File: src/rtl/y86_pkg.sv
// Shared Y86 definitions: register encodings, instruction codes, write-back states.
// Latency: n/a (declarations only).
// Backpressure: n/a.
package y86_pkg;

  // Register index meaning "no register"; also the idle value of rf_waddr.
  localparam logic [3:0] RNONE   = 4'hF;
  localparam logic [3:0] REG_RSP = 4'h4;

  // Instruction codes.
  localparam logic [3:0] I_HALT   = 4'h0;
  localparam logic [3:0] I_NOP    = 4'h1;
  localparam logic [3:0] I_RRMOVQ = 4'h2;
  localparam logic [3:0] I_IRMOVQ = 4'h3;
  localparam logic [3:0] I_RMMOVQ = 4'h4;
  localparam logic [3:0] I_MRMOVQ = 4'h5;
  localparam logic [3:0] I_OPQ    = 4'h6;
  localparam logic [3:0] I_JXX    = 4'h7;
  localparam logic [3:0] I_CALL   = 4'h8;
  localparam logic [3:0] I_RET    = 4'h9;
  localparam logic [3:0] I_PUSHQ  = 4'hA;
  localparam logic [3:0] I_POPQ   = 4'hB;

  typedef enum logic [1:0] {
    IDLE    = 2'd0,
    WRITE_E = 2'd1,
    WRITE_M = 2'd2
  } wb_state_t;

endpackage

File: src/rtl/wb_fwd_match.sv
// Priority match of one decode read index against the pending M and E writes.
// Latency: combinational.  Backpressure: none.
// Ports: src (read index); m_pend/dstM/valM and e_pend/dstE/valE (pending
// writes); hit/data (forwarding result, data=0 on miss).
module wb_fwd_match #(
  parameter int              DATA_W = 64,
  parameter int              REG_W  = 4,
  parameter logic [REG_W-1:0] RNONE = y86_pkg::RNONE
) (
  input  logic [REG_W-1:0]  src,
  input  logic              m_pend,
  input  logic [REG_W-1:0]  dstM,
  input  logic [DATA_W-1:0] valM,
  input  logic              e_pend,
  input  logic [REG_W-1:0]  dstE,
  input  logic [DATA_W-1:0] valE,
  output logic              hit,
  output logic [DATA_W-1:0] data
);

  // M is checked first: it is the younger value when both target the same register.
  always_comb begin
    hit  = 1'b0;
    data = '0;
    if (src != RNONE) begin
      if (m_pend && src == dstM) begin
        hit  = 1'b1;
        data = valM;
      end else if (e_pend && src == dstE) begin
        hit  = 1'b1;
        data = valE;
      end
    end
  end

endmodule

File: src/rtl/wb_port_sequencer.sv
// Serialises E/M write-back pairs onto one register-file write port, with forwarding.
// Latency: first write issued the cycle after accept; dual writes take two cycles.
// Backpressure: req_ready high in IDLE or on a request's final write cycle only.
// Ports: req_* (write-back request handshake), rf_* (register-file write port),
// srcA/srcB + fwd*_hit/fwd*_data (decode forwarding), wb_done, wb_count.
module wb_port_sequencer
  import y86_pkg::wb_state_t, y86_pkg::IDLE, y86_pkg::WRITE_E, y86_pkg::WRITE_M;
#(
  parameter int               DATA_W = 64,
  parameter int               REG_W  = 4,
  parameter logic [REG_W-1:0] RNONE  = y86_pkg::RNONE,
  parameter int               CNT_W  = 16
) (
  input  logic              clk,
  input  logic              rst_n,
  input  logic              req_valid,
  output logic              req_ready,
  input  logic [REG_W-1:0]  req_dstE,
  input  logic [DATA_W-1:0] req_valE,
  input  logic [REG_W-1:0]  req_dstM,
  input  logic [DATA_W-1:0] req_valM,
  output logic              rf_we,
  output logic [REG_W-1:0]  rf_waddr,
  output logic [DATA_W-1:0] rf_wdata,
  input  logic [REG_W-1:0]  srcA,
  input  logic [REG_W-1:0]  srcB,
  output logic              fwdA_hit,
  output logic [DATA_W-1:0] fwdA_data,
  output logic              fwdB_hit,
  output logic [DATA_W-1:0] fwdB_data,
  output logic              wb_done,
  output logic [CNT_W-1:0]  wb_count
);

  wb_state_t         state_q, state_d;
  logic [REG_W-1:0]  dstE_q, dstM_q;
  logic [DATA_W-1:0] valE_q, valM_q;
  logic [CNT_W-1:0]  cnt_q;

  logic      effM, final_wr, accept, req_effM, req_effE;
  wb_state_t first_state;

  // Held request: on a same-register collision the M write wins.
  assign effM = (dstM_q != RNONE);

  // Incoming request decode, used only to pick the first state on accept.
  assign req_effM    = (req_dstM != RNONE);
  assign req_effE    = (req_dstE != RNONE) && !(req_effM && req_dstE == req_dstM);
  assign first_state = req_effE ? WRITE_E : (req_effM ? WRITE_M : IDLE);

  assign final_wr  = (state_q == WRITE_M) || (state_q == WRITE_E && !effM);
  assign req_ready = (state_q == IDLE) || final_wr;
  assign accept    = req_valid && req_ready;

  // State register.
  always_ff @(posedge clk or negedge rst_n) begin
    if (!rst_n) state_q <= IDLE;
    else        state_q <= state_d;
  end

  // Next-state logic; a final write cycle may take the next request with no bubble.
  always_comb begin
    state_d = state_q;
    case (state_q)
      IDLE:    state_d = accept ? first_state : IDLE;
      WRITE_E: state_d = effM ? WRITE_M : (accept ? first_state : IDLE);
      WRITE_M: state_d = accept ? first_state : IDLE;
      default: state_d = IDLE;
    endcase
  end

  // Output decode from registered state only.
  always_comb begin
    rf_we    = 1'b0;
    rf_waddr = RNONE;
    rf_wdata = '0;
    case (state_q)
      WRITE_E: begin
        rf_we    = 1'b1;
        rf_waddr = dstE_q;
        rf_wdata = valE_q;
      end
      WRITE_M: begin
        rf_we    = 1'b1;
        rf_waddr = dstM_q;
        rf_wdata = valM_q;
      end
      default: ;
    endcase
  end

  assign wb_done = final_wr;

  always_ff @(posedge clk or negedge rst_n) begin
    if (!rst_n) begin
      dstE_q <= RNONE;
      dstM_q <= RNONE;
      valE_q <= '0;
      valM_q <= '0;
    end else if (accept) begin
      dstE_q <= req_dstE;
      dstM_q <= req_dstM;
      valE_q <= req_valE;
      valM_q <= req_valM;
    end
  end

  always_ff @(posedge clk or negedge rst_n) begin
    if (!rst_n)     cnt_q <= '0;
    else if (rf_we) cnt_q <= cnt_q + {{(CNT_W-1){1'b0}}, 1'b1};
  end

  assign wb_count = cnt_q;

  // A write stays pending through the cycle that issues it.
  logic m_pend, e_pend;
  assign m_pend = (state_q == WRITE_E || state_q == WRITE_M) && effM;
  assign e_pend = (state_q == WRITE_E);

  wb_fwd_match #(.DATA_W(DATA_W), .REG_W(REG_W), .RNONE(RNONE)) u_fwd_a (
    .src    (srcA),
    .m_pend (m_pend),
    .dstM   (dstM_q),
    .valM   (valM_q),
    .e_pend (e_pend),
    .dstE   (dstE_q),
    .valE   (valE_q),
    .hit    (fwdA_hit),
    .data   (fwdA_data)
  );

  wb_fwd_match #(.DATA_W(DATA_W), .REG_W(REG_W), .RNONE(RNONE)) u_fwd_b (
    .src    (srcB),
    .m_pend (m_pend),
    .dstM   (dstM_q),
    .valM   (valM_q),
    .e_pend (e_pend),
    .dstE   (dstE_q),
    .valE   (valE_q),
    .hit    (fwdB_hit),
    .data   (fwdB_data)
  );

endmodule

File: config.mk
export PLATFORM = sky130hd
export DESIGN_NAME = wb_port_sequencer
export DESIGN_NICKNAME = d
export VERILOG_FILES = /design/src/rtl/y86_pkg.sv /design/src/rtl/wb_fwd_match.sv /design/src/rtl/wb_port_sequencer.sv
export SDC_FILE = /design/constraint.sdc
export NUM_CORES = 1
export LEC_CHECK = 0
export ABC_AREA = 1
export CORE_MARGIN = 2
export CORE_UTILIZATION = 45
export DETAILED_ROUTE_END_ITERATION = 12
export GPL_ROUTABILITY_DRIVEN = 0
export PLACE_DENSITY_LB_ADDON = 0.3
export SLEW_MARGIN = 20
export SYNTH_ARGS = -nofsm -noshare
export SYNTH_HDL_FRONTEND = slang
export SYNTH_SLANG_ARGS = --single-unit
File: constraint.sdc
create_clock -name clk -period 3.47 [get_ports clk]
set_input_delay 0.694 -clock clk [delete_from_list [all_inputs] [get_ports clk]]
set_output_delay 0.694 -clock clk [all_outputs]
set_load 0.02 [all_outputs]
==> results.md, run 1 <==
- Status: finished clean
- Detail Placement HPWL: about 26 mm
- Clock buffer depth: 2
- Setup CP Type: input port to primary output
- Most frequent cells in the layout: nand2_1 (446), nor2_1 (276), clkdlybuf4s50_1 (232)
- Clock transition at path regs: ~0.080 ns
- R2R depth: 9
- Crit path required time: about 2.8 ns
- CP startpoint kind: input port
- GRT Total Usage: between 30% and 40%
- RSZ-0062 raised after global routing: false
- CTS sink cnt: 154
- Initial core utilization: 46.08%
- Area Growth Syn to Fin: 42.75%
- Yosys cell types: 27
- Syn_area_per_cell: roughly 6.5 um2
- Top cell type's share of synthesized area: ~36%
- Setup TNS: 0 ns
- Sw Share: between 40% and 50%
- CP arrival: between 2 and 3 ns
- Worst vdd ir: between 0.6 and 0.7 mV
- Largest net degree at the start of global routing: 89
- Die Ht: approximately 150 um
- Syn Inst Count: between 1500 and 2000
- Port bufs: 363
- DRC Markers: 0
- CTS H-tree depth: 4
- Reg2reg end: valM_q[27]$_DFFE_PN0N_
- Vias in the first global route: about 11000
- Nets: 2018
- Final Util: roughly two thirds
- Routed vias/inst: ~5.3
- Crit path from: srcB[2]
- F_max: between 0.2 and 0.3 GHz
- Critical Path, Cell by Cell: clkdlybuf4s50_1 > xnor2_1 > nand2_1 > nor2_4 > buf_6 > buf_12 > nand3_1 > nand2_1 > nor2_1 > dlygate4sd2_1
- Initial DRC Count: between 800 and 900
- Hold crit path type: input port to async pin
- Commonest non-fill, non-tap cell in the layout: nand2_1
- Net Sw Power: between 6 and 7 mW
- DIE AREA: 23630 um2
- Power Total: 13.02 mW
- Leakage: ~7.7 nW
- Slew at the pin with the worst max-slew slack: 0.7371 ns
- Cell mode on critical path: nand2_1
- IO Pins: 364
- Max Slew Vio Count: 0
- Core Region: 21890 um2
- Sequential power share: between 20% and 30%
- Cts-stage hold buffer count: 0
- CP endpoint: fwdB_data[59]
- Vias post-DR: approximately 11000
- Synth top area cells: dfrtp_1 (36%), nand2_1 (17%), nor2_1 (10%)
- Worst path slowest cell: clkdlybuf4s50_1
- Power Internal: 6.521 mW
- Largest stage delay on the critical path: 0.53 ns
- Max cap viols: 0
- WHS: approximately 0.28 ns
- Worst skew pair latency: around 0.43 ns
- Global route overflow: 0
- Sequential share of the synthesized area: 38.30%
- First-pass GRT wire length: about 60 mm
- Antenna violations before repair: 1
- Rel. slew slack: between 50% and 60%
- Fill count: around 2000
- Die width: ~150 um
- WL final: roughly 37 mm
- TritonCTS Buffers: 17
- Detail Route Antenna Nets: 0
- Hold Fails Final Rpt: 0
- DRT Pass-1 Iters: 9
- Comb pwr share: between 60% and 70%
- CP Max Fanout: 32
- Wirelength per Cell: ~17 um
- Total power per unit cell area: around 900 nW/um2
- Mapped Area: 10090 um2
- FF+latch count, synth: between 150 and 200
- Period Utilization, post-route: a little over nine tenths
- Syn Nets: around 1700
- # setup viols final: 0
- Dominant cell type by area after synthesis: dfrtp_1
- Min cycle time layout: between 3 and 4 ns
- CTS tree: done
- Yosys warns: 0
- CP Capture Type: primary output
- R2R Path Start: state_q[0]$_DFF_PN0_
- Share of layout cells above drive strength 1: approximately 5.9%
- Clock skew: 0.01979 ns
- Flop-to-flop setup slack: around 1.1 ns
- Row cnt: 54
- Clock Power Share: 14.6%
- Clock Tree Root: clkbuf_16
through the flow:
| stage | instance area, um2 | setup slack [ns] | std cells |
|---|---|---|---|
| detailed placement | 13920 | -0.1352 | 2127 |
| global route | 14400 | 0.003866 | 2160 |
| finish | 14400 | 0.1204 | 2160 |
| global placement | 13920 | -0.1322 | 2127 |
| CTS | 14380 | 0.001637 | 2159 |
| floorplan | 10090 | 0.8972 | 1546 |
how the worst min path moves through the flow:
| stage | to | cells past startpoint | slack (ns) |
|---|---|---|---|
| 3_5_place_dp | dstE_q[3]$_DFFE_PN1N_ | 2 | 0.48 |
| 2_1_floorplan | state_q[0]$_DFF_PN0_ | 0 | 0.40 |
| 3_3_place_gp | dstE_q[3]$_DFFE_PN1N_ | 2 | 0.47 |
| 5_1_grt | wb_count[10]$_DFFE_PN0N_ | 1 | 0.34 |
| 4_1_cts | wb_count[10]$_DFFE_PN0N_ | 1 | 0.31 |
| 6_report | wb_count[10]$_DFFE_PN0N_ | 1 | 0.28 |
kinds of logic after synthesis:
logic type | count (synthesis) | synth area share (%)
adder cells (fa/ha/maj) | 5 | 0.6201
XOR/XNOR | 24 | 2.084
flip-flops | 154 | 38.30
buffers and inverters | 272 | 13.32
AO/OA/AOI/OAI | 212 | 10.79
AND/OR/NAND/NOR | 879 | 34.89
cell usage after synthesis:
master and number:
buf_4 12, clkbuf_1 20, xnor2_1 9, dfrtp_1 146, o21ai_0 7, nand3_1 137
inv_2 3, ha_1 5, a21oi_1 191, buf_1 7, inv_1 162, dfstp_2 8
nor2_1 280, nor3_2 2, buf_6 31, nand3b_1 2, buf_2 36, nand4_1 3
o21ai_1 6, nor3_1 1, a21oi_2 7, xor2_1 15, nor2_4 1, clkinv_1 1
o22ai_1 1, nand2_2 5, nand2_1 448
per-layer routing:
layer  wire length [um]  GRT usage, %
met1              13990         38.38
met2              17900         51.45
met3               3897         6.905
met4               1448         13.67
met5                  0             0
what timing repair did:
item | 4_1_cts | 5_1_grt
setup endpoints to repair | 124 | 7
gates resized for setup | 127 | 7
setup buffers | 0 | 0
worst max-delay path: cells and delay by family:
| kind | cells | cell delay, ns |
|---|---|---|
| AND/OR/NAND/NOR | 5 | 0.51 |
| buffers and inverters | 4 | 1.28 |
| XOR/XNOR | 1 | 0.13 |
final cells by class:
type	instances	area [um2]	area share [%]
inverter	166	623.1	4.327
clock buffer	20	456.7	3.171
antenna	1	2.502	0.01738
clock inverter	12	138.9	0.9644
tap	280	350.3	2.433
timing repair buffer	407	4031	27.99
multi-input combinational	1120	4935	34.27
sequential	154	3864	26.83
state kept, by name, indices dropped and copies added, names as in the netlist:
register  count
state_q       2
wb_count     16
dstE_q        4
valM_q       64
dstM_q        4
valE_q       64
power groups by stage:
stage	logic (mW)	clock network (mW)	registers [mW]
after floorplan	4.99	0	3.08
after global placement	7.96	0	3.11
after detailed placement	8.07	0	3.15
after CTS	7.93	1.93	3.12
after global routing	8.64	2.01	3.24
final	7.99	1.90	3.14
Note: power is estimated with default switching activity, not from simulation.
==> run 2: changes to the inputs <==
--- a/config.mk
+++ b/config.mk
@@ -10,8 +10,10 @@
 export CORE_UTILIZATION = 45
 export DETAILED_ROUTE_END_ITERATION = 12
 export GPL_ROUTABILITY_DRIVEN = 0
-export PLACE_DENSITY_LB_ADDON = 0.3
+export PLACE_DENSITY = 0.86
+export SETUP_SLACK_MARGIN = 0.1
 export SLEW_MARGIN = 20
 export SYNTH_ARGS = -nofsm -noshare
 export SYNTH_HDL_FRONTEND = slang
 export SYNTH_SLANG_ARGS = --single-unit
+export TNS_END_PERCENT = 30
==> results.md, run 2 (synthesis gave the netlist of run 1 again) <==
- Status: finished clean
- Worst path slowest cell: clkdlybuf4s50_1
- RSZ-0062 raised after global routing: true
- R2R depth: 9 (unchanged)
- Initial DRC Count: 919 (+8.4%)
- Worst vdd ir: 0.5714 mV (-14%)
- Largest stage delay on the critical path: 0.53 ns (about the same)
- Nets: 2025 (+0.35%)
- CP endpoint: fwdB_data[33]
- Clock skew: 0.01117 ns (-0.008614 ns)
- Commonest non-fill, non-tap cell in the layout: nand2_1
- Global route overflow: 0 (unchanged)
- Vias post-DR: 11667 (+1.8%)
- F_max: 0.2997 GHz (+0.40%)
- CTS sink cnt: 154 (unchanged)
- CTS tree: done
- Flop-to-flop setup slack: 0.85 ns (-0.29 ns)
- Core Region: 21890 um2 (unchanged)
- IO Pins: 364 (unchanged)
- Antenna violations before repair: 0 (-1)
- Final WS setup: 0.1337 ns (+0.01325 ns)
- CTS H-tree depth: 4 (unchanged)
- Total power per unit cell area: 913.4 nW/um2 (+1.0%)
- FF+latch area: 3864 um2 (unchanged)
- Stages on the worst setup path: 11 (+1)
- CP startpoint kind: input port
- Wirelength per Cell: 17.14 um (-0.59%)
- Area Growth Syn to Fin: 42.70% (about the same)
- Slew at the pin with the worst max-slew slack: 0.6432 ns (-0.09386 ns)
- Rel. slew slack: 57.12% (+6.3 points)
- Worst skew pair latency: 0.42 ns (about the same)
- WP buf/inv: 4 (unchanged)
- Routed vias/inst: 5.386 (+1.5%)
- Multi-input gate area: 4935 um2 (unchanged)
- Row cnt: 54 (unchanged)
- Max cap viols: 0 (unchanged)
- TritonCTS Buffers: 17 (unchanged)
- R2R Path Start: state_q[1]$_DFF_PN0_
- Die Ht: 153.7 um (unchanged)
- Vias in the first global route: 11303 (+2.4%)
- Leakage: 7.589 nW (-1.7%)
- CP Max Fanout: 19 (-41%)
- Share of layout cells above drive strength 1: 7.741% (+1.8 points)
- Period Utilization, post-route: 96.15% (-0.38 points)
- Detail Placement HPWL: 25.36 mm (-0.76%)
- Clock Tree Root: clkbuf_16
- Detail Route Antenna Nets: 0 (unchanged)
- Clock transition at path regs: 0.07 ns (about the same)
- Most frequent cells in the layout: nand2_1 (446), nor2_1 (276), clkdlybuf4s50_1 (232)
- Largest net degree at the start of global routing: 100 (+12%)
- Die width: 153.7 um (unchanged)
- GRT Total Usage: 30.44% (-0.40 points)
- Port bufs: 363 (unchanged)
- WL final: 37.12 mm (-0.31%)
- Fill count: 1898 (-5.1%)
- Critical Path, Cell by Cell: clkdlybuf4s50_1 > inv_1 > nand2_1 > o21ai_0 > nor2_1 > nand3b_1 > nand2_1 > nand2_2 > buf_12 > nor2_1 > dlygate4sd2_1
- Crit path from: srcB[0]
- Clock buffer depth: 2 (unchanged)
- DRC Markers: 0 (unchanged)
- CP Capture Type: primary output
- Post-Place Worst Slack: -0.1497 ns (-0.01448 ns)
- CP arrival: 2.64 ns (-0.02 ns)
- WHS: 0.2245 ns (-0.05850 ns)
- Crit path required time: 2.78 ns (about the same)
- First-pass GRT wire length: 57.92 mm (-0.75%)
- Cts-stage hold buffer count: 0 (unchanged)
- Buffer count from post-CTS setup fixing: 0 (unchanged)
- # setup viols final: 0 (unchanged)
- DRT Pass-1 Iters: 5 (-4)
- Final Util: 65.76% (about the same)
- Max Slew Vio Count: 0 (unchanged)
- Hold Fails Final Rpt: 0 (unchanged)
- Setup TNS: 0 ns (unchanged)
- Min cycle time layout: 3.336 ns (-0.01325 ns)
- Hold crit path type: input port to async pin
- Reg2reg end: valE_q[35]$_DFFE_PN0N_
- DIE AREA: 23630 um2 (unchanged)
- Setup CP Type: input port to primary output
- Delay-heaviest family, CP: buffers and inverters
- # diodes: 0 (-1)
- Initial core utilization: 46.08% (unchanged)
==> run 2: changes by cell type in the layout (fill, tap and decap cells not counted), moves of 3 or more <==
cell and delta:
buf_4 +5, dlymetal6s2s_1 -7, clkbuf_2 +28, buf_6 -3
dlygate4sd2_1 -22, buf_12 +5
==> run 2: report_power, final <==
| part | internal (mW) | switching, mW | total [mW] |
|---|---|---|---|
| clock network | 1.18 | 0.807 | 1.99 |
| logic | 2.79 | 5.22 | 8.02 |
| registers | 2.65 | 0.493 | 3.15 |
==> run 2: metal layers <==
layer | share of wire, % | track usage, %
met1 | 38 | 36.91
met2 | 48 | 51.01
met3 | 8.8 | 5.355
met4 | 4.9 | 17.65
met5 | 0 | 0
==> run 2: timing repair <==
| action | 4_1_cts | 5_1_grt |
|---|---|---|
| gates resized for setup | 130 | 58 |
| hold endpoints to repair | 0 | 0 |
| setup endpoints to repair | 130 | 123 |
==> run 2: per-stage QoR <==
stage               power (mW)  cell area (um2)  cells
floorplan                8.067            10090   1546
global placement         11.04            14040   2134
detailed placement       11.24            14040   2134
CTS                      13.07            14500   2166
global route             13.97            14400   2166
finish                   13.15            14400   2166
==> run 2: worst min path at each step <==
| stage | endpoint | slack, ns | depth (start not counted) |
|---|---|---|---|
| after floorplan | state_q[0]$_DFF_PN0_ | 0.40 | 0 |
| after global placement | dstE_q[3]$_DFFE_PN1N_ | 0.47 | 2 |
| after detailed placement | dstE_q[3]$_DFFE_PN1N_ | 0.48 | 2 |
| after CTS | wb_count[13]$_DFFE_PN0N_ | 0.23 | 1 |
| after global routing | wb_count[13]$_DFFE_PN0N_ | 0.25 | 1 |
| final | wb_count[13]$_DFFE_PN0N_ | 0.22 | 1 |
==> run 2: final cells by class <==
cell class	instances	area share, %
multi-input cells	1120	34.28
repair buffers	414	27.82
flip-flops and latches	154	26.84
inverters	166	4.328
clock buffers	20	3.172
well taps	280	2.434
clock inverters	12	1.130
==> run 3: changes to the inputs <==
--- a/config.mk
+++ b/config.mk
@@ -7,10 +7,10 @@
 export LEC_CHECK = 0
 export ABC_AREA = 1
 export CORE_MARGIN = 2
-export CORE_UTILIZATION = 45
+export CORE_UTILIZATION = 50
 export DETAILED_ROUTE_END_ITERATION = 12
 export GPL_ROUTABILITY_DRIVEN = 0
-export PLACE_DENSITY = 0.86
+export PLACE_DENSITY = 0.94
 export SETUP_SLACK_MARGIN = 0.1
 export SLEW_MARGIN = 20
 export SYNTH_ARGS = -nofsm -noshare
==> results.md, run 3 (synthesis gave the netlist of run 1 again) <==
- DIE AREA: 21330 um2 (-9.7%)
- CP Max Fanout: 34 (+15)
- Routed vias/inst: 5.582 (+3.6%)
- Final WS setup: 0.1429 ns (+0.009213 ns)
- Vias in the first global route: 11883 (+5.1%)
- CP arrival: 2.63 ns (about the same)
- Rel. slew slack: 52.82% (-4.3 points)
- GRT Total Usage: 35.20% (+4.8 points)
- IO Pins: 364 (unchanged)
- Core Region: 19650 um2 (-10%)
- Crit path from: srcA[0]
- Setup CP Type: input port to primary output
- DRC Markers: 0 (unchanged)
- CTS tree: done
- Clock Tree Root: clkbuf_16
- CP Capture Type: primary output
- Max cap viols: 0 (unchanged)
- CTS sink cnt: 154 (unchanged)
- Max Slew Vio Count: 0 (unchanged)
- Buffer count from post-CTS setup fixing: 0 (unchanged)
- DRT Pass-1 Iters: 5 (unchanged)
- Global route overflow: 0 (unchanged)
- Worst vdd ir: 0.5786 mV (+1.3%)
- Vias post-DR: 11963 (+2.5%)
- Port bufs: 363 (unchanged)
- TritonCTS Buffers: 17 (unchanged)
- Crit path required time: 2.78 ns (about the same)
- Commonest non-fill, non-tap cell in the layout: nand2_1
- Initial core utilization: 51.33% (+5.2 points)
- Worst skew pair latency: 0.42 ns (about the same)
- Post-Place Worst Slack: -0.2803 ns (-0.1306 ns)
- F_max: 0.3006 GHz (+0.28%)
- Period Utilization, post-route: 95.88% (-0.27 points)
- Setup TNS: 0 ns (unchanged)
- Clock transition at path regs: 0.06 ns (about the same)
- Clock buffer depth: 2 (unchanged)
- Nets: 2017 (-0.40%)
- Leakage: 7.744 nW (+2.0%)
- Die width: 146.0 um (-5.0%)
- Min cycle time layout: 3.327 ns (-0.009213 ns)
- CP startpoint kind: input port
- Total power per unit cell area: 935.5 nW/um2 (+2.4%)
- Status: finished clean
- Clock skew: 0.007570 ns (-0.003603 ns)
- Slew at the pin with the worst max-slew slack: 0.7077 ns (+0.06447 ns)
- Detail Route Antenna Nets: 0 (unchanged)
- Row cnt: 51 (-5.6%)
- CTS H-tree depth: 4 (unchanged)
- Largest net degree at the start of global routing: 110 (+10%)
- First-pass GRT wire length: 60.29 mm (+4.1%)
- WL final: 38.96 mm (+4.9%)
- Final Util: 73.80% (+8.0 points)
- Initial DRC Count: 1194 (+30%)
- R2R Path Start: state_q[0]$_DFF_PN0_
- Antenna violations before repair: 2 (+2)
- RSZ-0062 raised after global routing: true
- Die Ht: 146.0 um (-5.0%)
- Detail Placement HPWL: 25.82 mm (+1.8%)
- # setup viols final: 0 (unchanged)
- Most frequent cells in the layout: nand2_1 (445), nor2_1 (275), clkdlybuf4s50_1 (225)
- R2R depth: 9 (unchanged)
- Share of layout cells above drive strength 1: 6.287% (-1.5 points)
- Hold crit path type: input port to async pin
- Area Growth Syn to Fin: 43.77%
- Hold Fails Final Rpt: 0 (unchanged)
- Wirelength per Cell: 18.18 um (+6.1%)
==> run 3: cell types whose count changed in the layout (fill, tap and decap cells not counted), moves of 2 or more <==
cell             before  now
dlygate4sd2_1       101  125
clkbuf_2             28    6
buf_4                30   21
clkdlybuf4s50_1     232  225
dlymetal6s2s_1        0    6
bufinv_16             3    6
clkbuf_16            17   19
clkbuf_8              2    0
==> run 3: critical path, cell delays in order <==
cell             delay [ns]
clkdlybuf4s50_1        0.49
xor2_1                 0.20
nor2_4                 0.19
nand2_2                0.11
nand2_1                0.08
nand2_2                0.10
buf_12                 0.19
nor2_1                 0.19
dlygate4sd2_1          0.35
==> run 3: per-layer routing <==
metal  track usage [%]  share of wire [%]  routed length [um]  vias to the layer above
met2             59.17                 48               18660                      879
li1                  -                  -                   -                     5406
met1             40.76                 35               13530                     5458
met4             23.59                7.2                2796                        2
met3             7.094                 10                3955                      218
met5                 0              0.033                  13                        -
==> run 3: power by group <==
part | internal [mW] | total [mW] | switching [mW]
Clock | 1.36 | 2.15 | 0.791
Sequential | 2.65 | 3.17 | 0.517
Combinational | 2.83 | 8.25 | 5.42
==> run 3: path summary, 6_finish.rpt <==
kind                                       endpoint  slack (ns)
max                                   fwdA_data[34]        0.14
min                        wb_count[15]$_DFFE_PN0N_        0.30
min in group clk              dstE_q[3]$_DFFE_PN1N_        0.48
max reg2reg                  valM_q[29]$_DFFE_PN0N_        0.90
max in group asynchronous    valM_q[12]$_DFFE_PN0N_        2.25
min reg2reg                   dstE_q[3]$_DFFE_PN1N_        0.48
==> run 3: final cells by class <==
class / instances / area [um2]
Fill cell: 1491 / 5150
Multi-Input combinational cell: 1120 / 4947
Timing Repair Buffer: 406 / 4063
Sequential cell: 154 / 3864
Inverter: 166 / 625.6
Clock buffer: 18 / 429.2
Tap cell: 265 / 331.6
Clock inverter: 13 / 241.5
Antenna cell: 1 / 2.502
==> run 3: through the flow <==
stage	power [mW]	area (um2)	hold slack (ns)	instances
after global placement	11.03	13930	0.4675	2109
after floorplan	8.067	10090	0.3984	1546
after detailed placement	11.29	13930	0.4756	2109
after CTS	13.30	14460	0.3122	2140
after global routing	14.33	14500	0.3464	2143
final	13.57	14500	0.3007	2143
==> run 3: timing repair <==
action,in CTS,in global routing
pin swaps,0,0
setup endpoints to repair,133,61
resized for setup,136,19
hold buffers,0,0
gates cloned,0,2
==> RTL edit: new RTL, settings of run 1 <==
`CNT_W`: 16 -> 32.
--- a/src/rtl/wb_port_sequencer.sv
+++ b/src/rtl/wb_port_sequencer.sv
@@ -11,3 +11,3 @@
   parameter logic [REG_W-1:0] RNONE  = y86_pkg::RNONE,
-  parameter int               CNT_W  = 16
+  parameter int               CNT_W  = 32
 ) (
Interface: changed (resized wb_count); port bits go from 364 to 380. The function was not compared with the original's and may differ.
==> RTL edit against run 1 <==
- register-to-register slack worse by 340 ps
- design area up 13%
- power up 7.3%
- synthesized cell count up 9.8%
- sequential cell count up 16
- routed wire length up 13%
- synthesized area up 14%
- critical endpoint is now fwdB_data[52]
- non-clock buffer count up 23
- largest power group unchanged
- setup slack worse by 26 ps
- cell count up 9.6%
- hold slack worse by 120 ps
==> RTL edit: results (changes against run 1) <==
Power
The switching portion of total power was 51.5% (was 49.9%). The net switching power was 7.19 mW (was 6.50 mW).

Setup path
The worst flop-to-flop path endpoint is valE_q[12]$_DFFE_PN0N_ (was valM_q[27]$_DFFE_PN0N_). The worst stage delay on the critical path is 480 ps (was 530 ps). The register-to-register setup slack was 800 ps (was 1140 ps).

Detailed routing
The met3 wire length came to 4.02 mm (was 3.90 mm). The average detailed-routed wire length per instance is 17.8 um (was 17.2 um). The total iterations of the first detailed-routing run is 7 (was 9). The routed metal-1 wire length is 16.5 mm (was 14.0 mm). The number of DRC markers after the initial detailed-route iteration is 1343 (was 848). The number of vias per cell came to 5.43 (was 5.30).

Final layout
The fraction of area in clock buffers and inverters came to 3.61% (was 4.14%). The number of multi-input combinational cells is 1224 (was 1120). The number of signal-net buffers in the layout is 430 (was 407). The multi-input gate share of the layout cell area is 36.2% (was 34.3%). The proportion of cell area occupied by registers is 26.2% (was 26.8%).

The fraction of final layout cells with drive strength greater than 1 is 9.58% (was 5.91%). The net count of the finished layout is 2175 (was 2018).

Synth
The sequential fraction of the synthesis area was 37.0% (was 38.3%). Synth top area cells: sky130_fd_sc_hd__dfrtp_1 (35%), sky130_fd_sc_hd__nand2_1 (16%), sky130_fd_sc_hd__nor2_1 (9.8%) (was sky130_fd_sc_hd__dfrtp_1 (36%), sky130_fd_sc_hd__nand2_1 (17%), sky130_fd_sc_hd__nor2_1 (10%)). The mean instance size in the synthesized netlist is 6.79 um2 (was 6.53 um2).

Outcome
Status: completed (unchanged).

Global routing
The met3 track demand over resource is 5.93% (was 6.91%). The via count of the first global-routing pass is 12415 (was 11035). The global-route track usage on met2 is 49.0% (was 51.4%).

The met1 routing resource usage after global routing is 38.2% (was 38.4%).

STA
The time the worst path needs with I/O delays and setup is 3380 ps (was 3350 ps). The final worst hold slack is 165 ps (was 283 ps). The relative slew slack is 46.6% (was 50.9%).

CTS
The CTS sink count is 170 (was 154).

Place
The placed instance count is 2332 (was 2127). The total placed instance area came to 0.0156 mm2 (was 0.0139 mm2). The detailed placer's ending HPWL came to 28.8 mm (was 25.6 mm).
## RTL edit: cells by family after synthesis
group,count (synthesis),synth area share (%)
flops,170,37.0
buf+inv,304,12.7
simple gates,973,35.3
fa+ha+maj,5,0.542
xor+xnor,34,2.58
compound gates,212,11.9
## RTL edit: critical path: cells and delay by family
family,cells,cell delay [ps]
buffers and inverters,3,1030
AND/OR/NAND/NOR,5,730
XOR/XNOR,1,200
## RTL edit: how the worst min path moves through the flow
stage	startpoint	end	cells after the start
after floorplan	rst_n	state_q[0]$_DFF_PN0_	0
after global placement	wb_count[31]$_DFFE_PN0P_	wb_count[31]$_DFFE_PN0P_	2
after detailed placement	wb_count[31]$_DFFE_PN0P_	wb_count[31]$_DFFE_PN0P_	2
after CTS	rst_n	valM_q[10]$_DFFE_PN0N_	1
after global routing	rst_n	valE_q[11]$_DFFE_PN0N_	1
final	rst_n	valM_q[10]$_DFFE_PN0N_	1
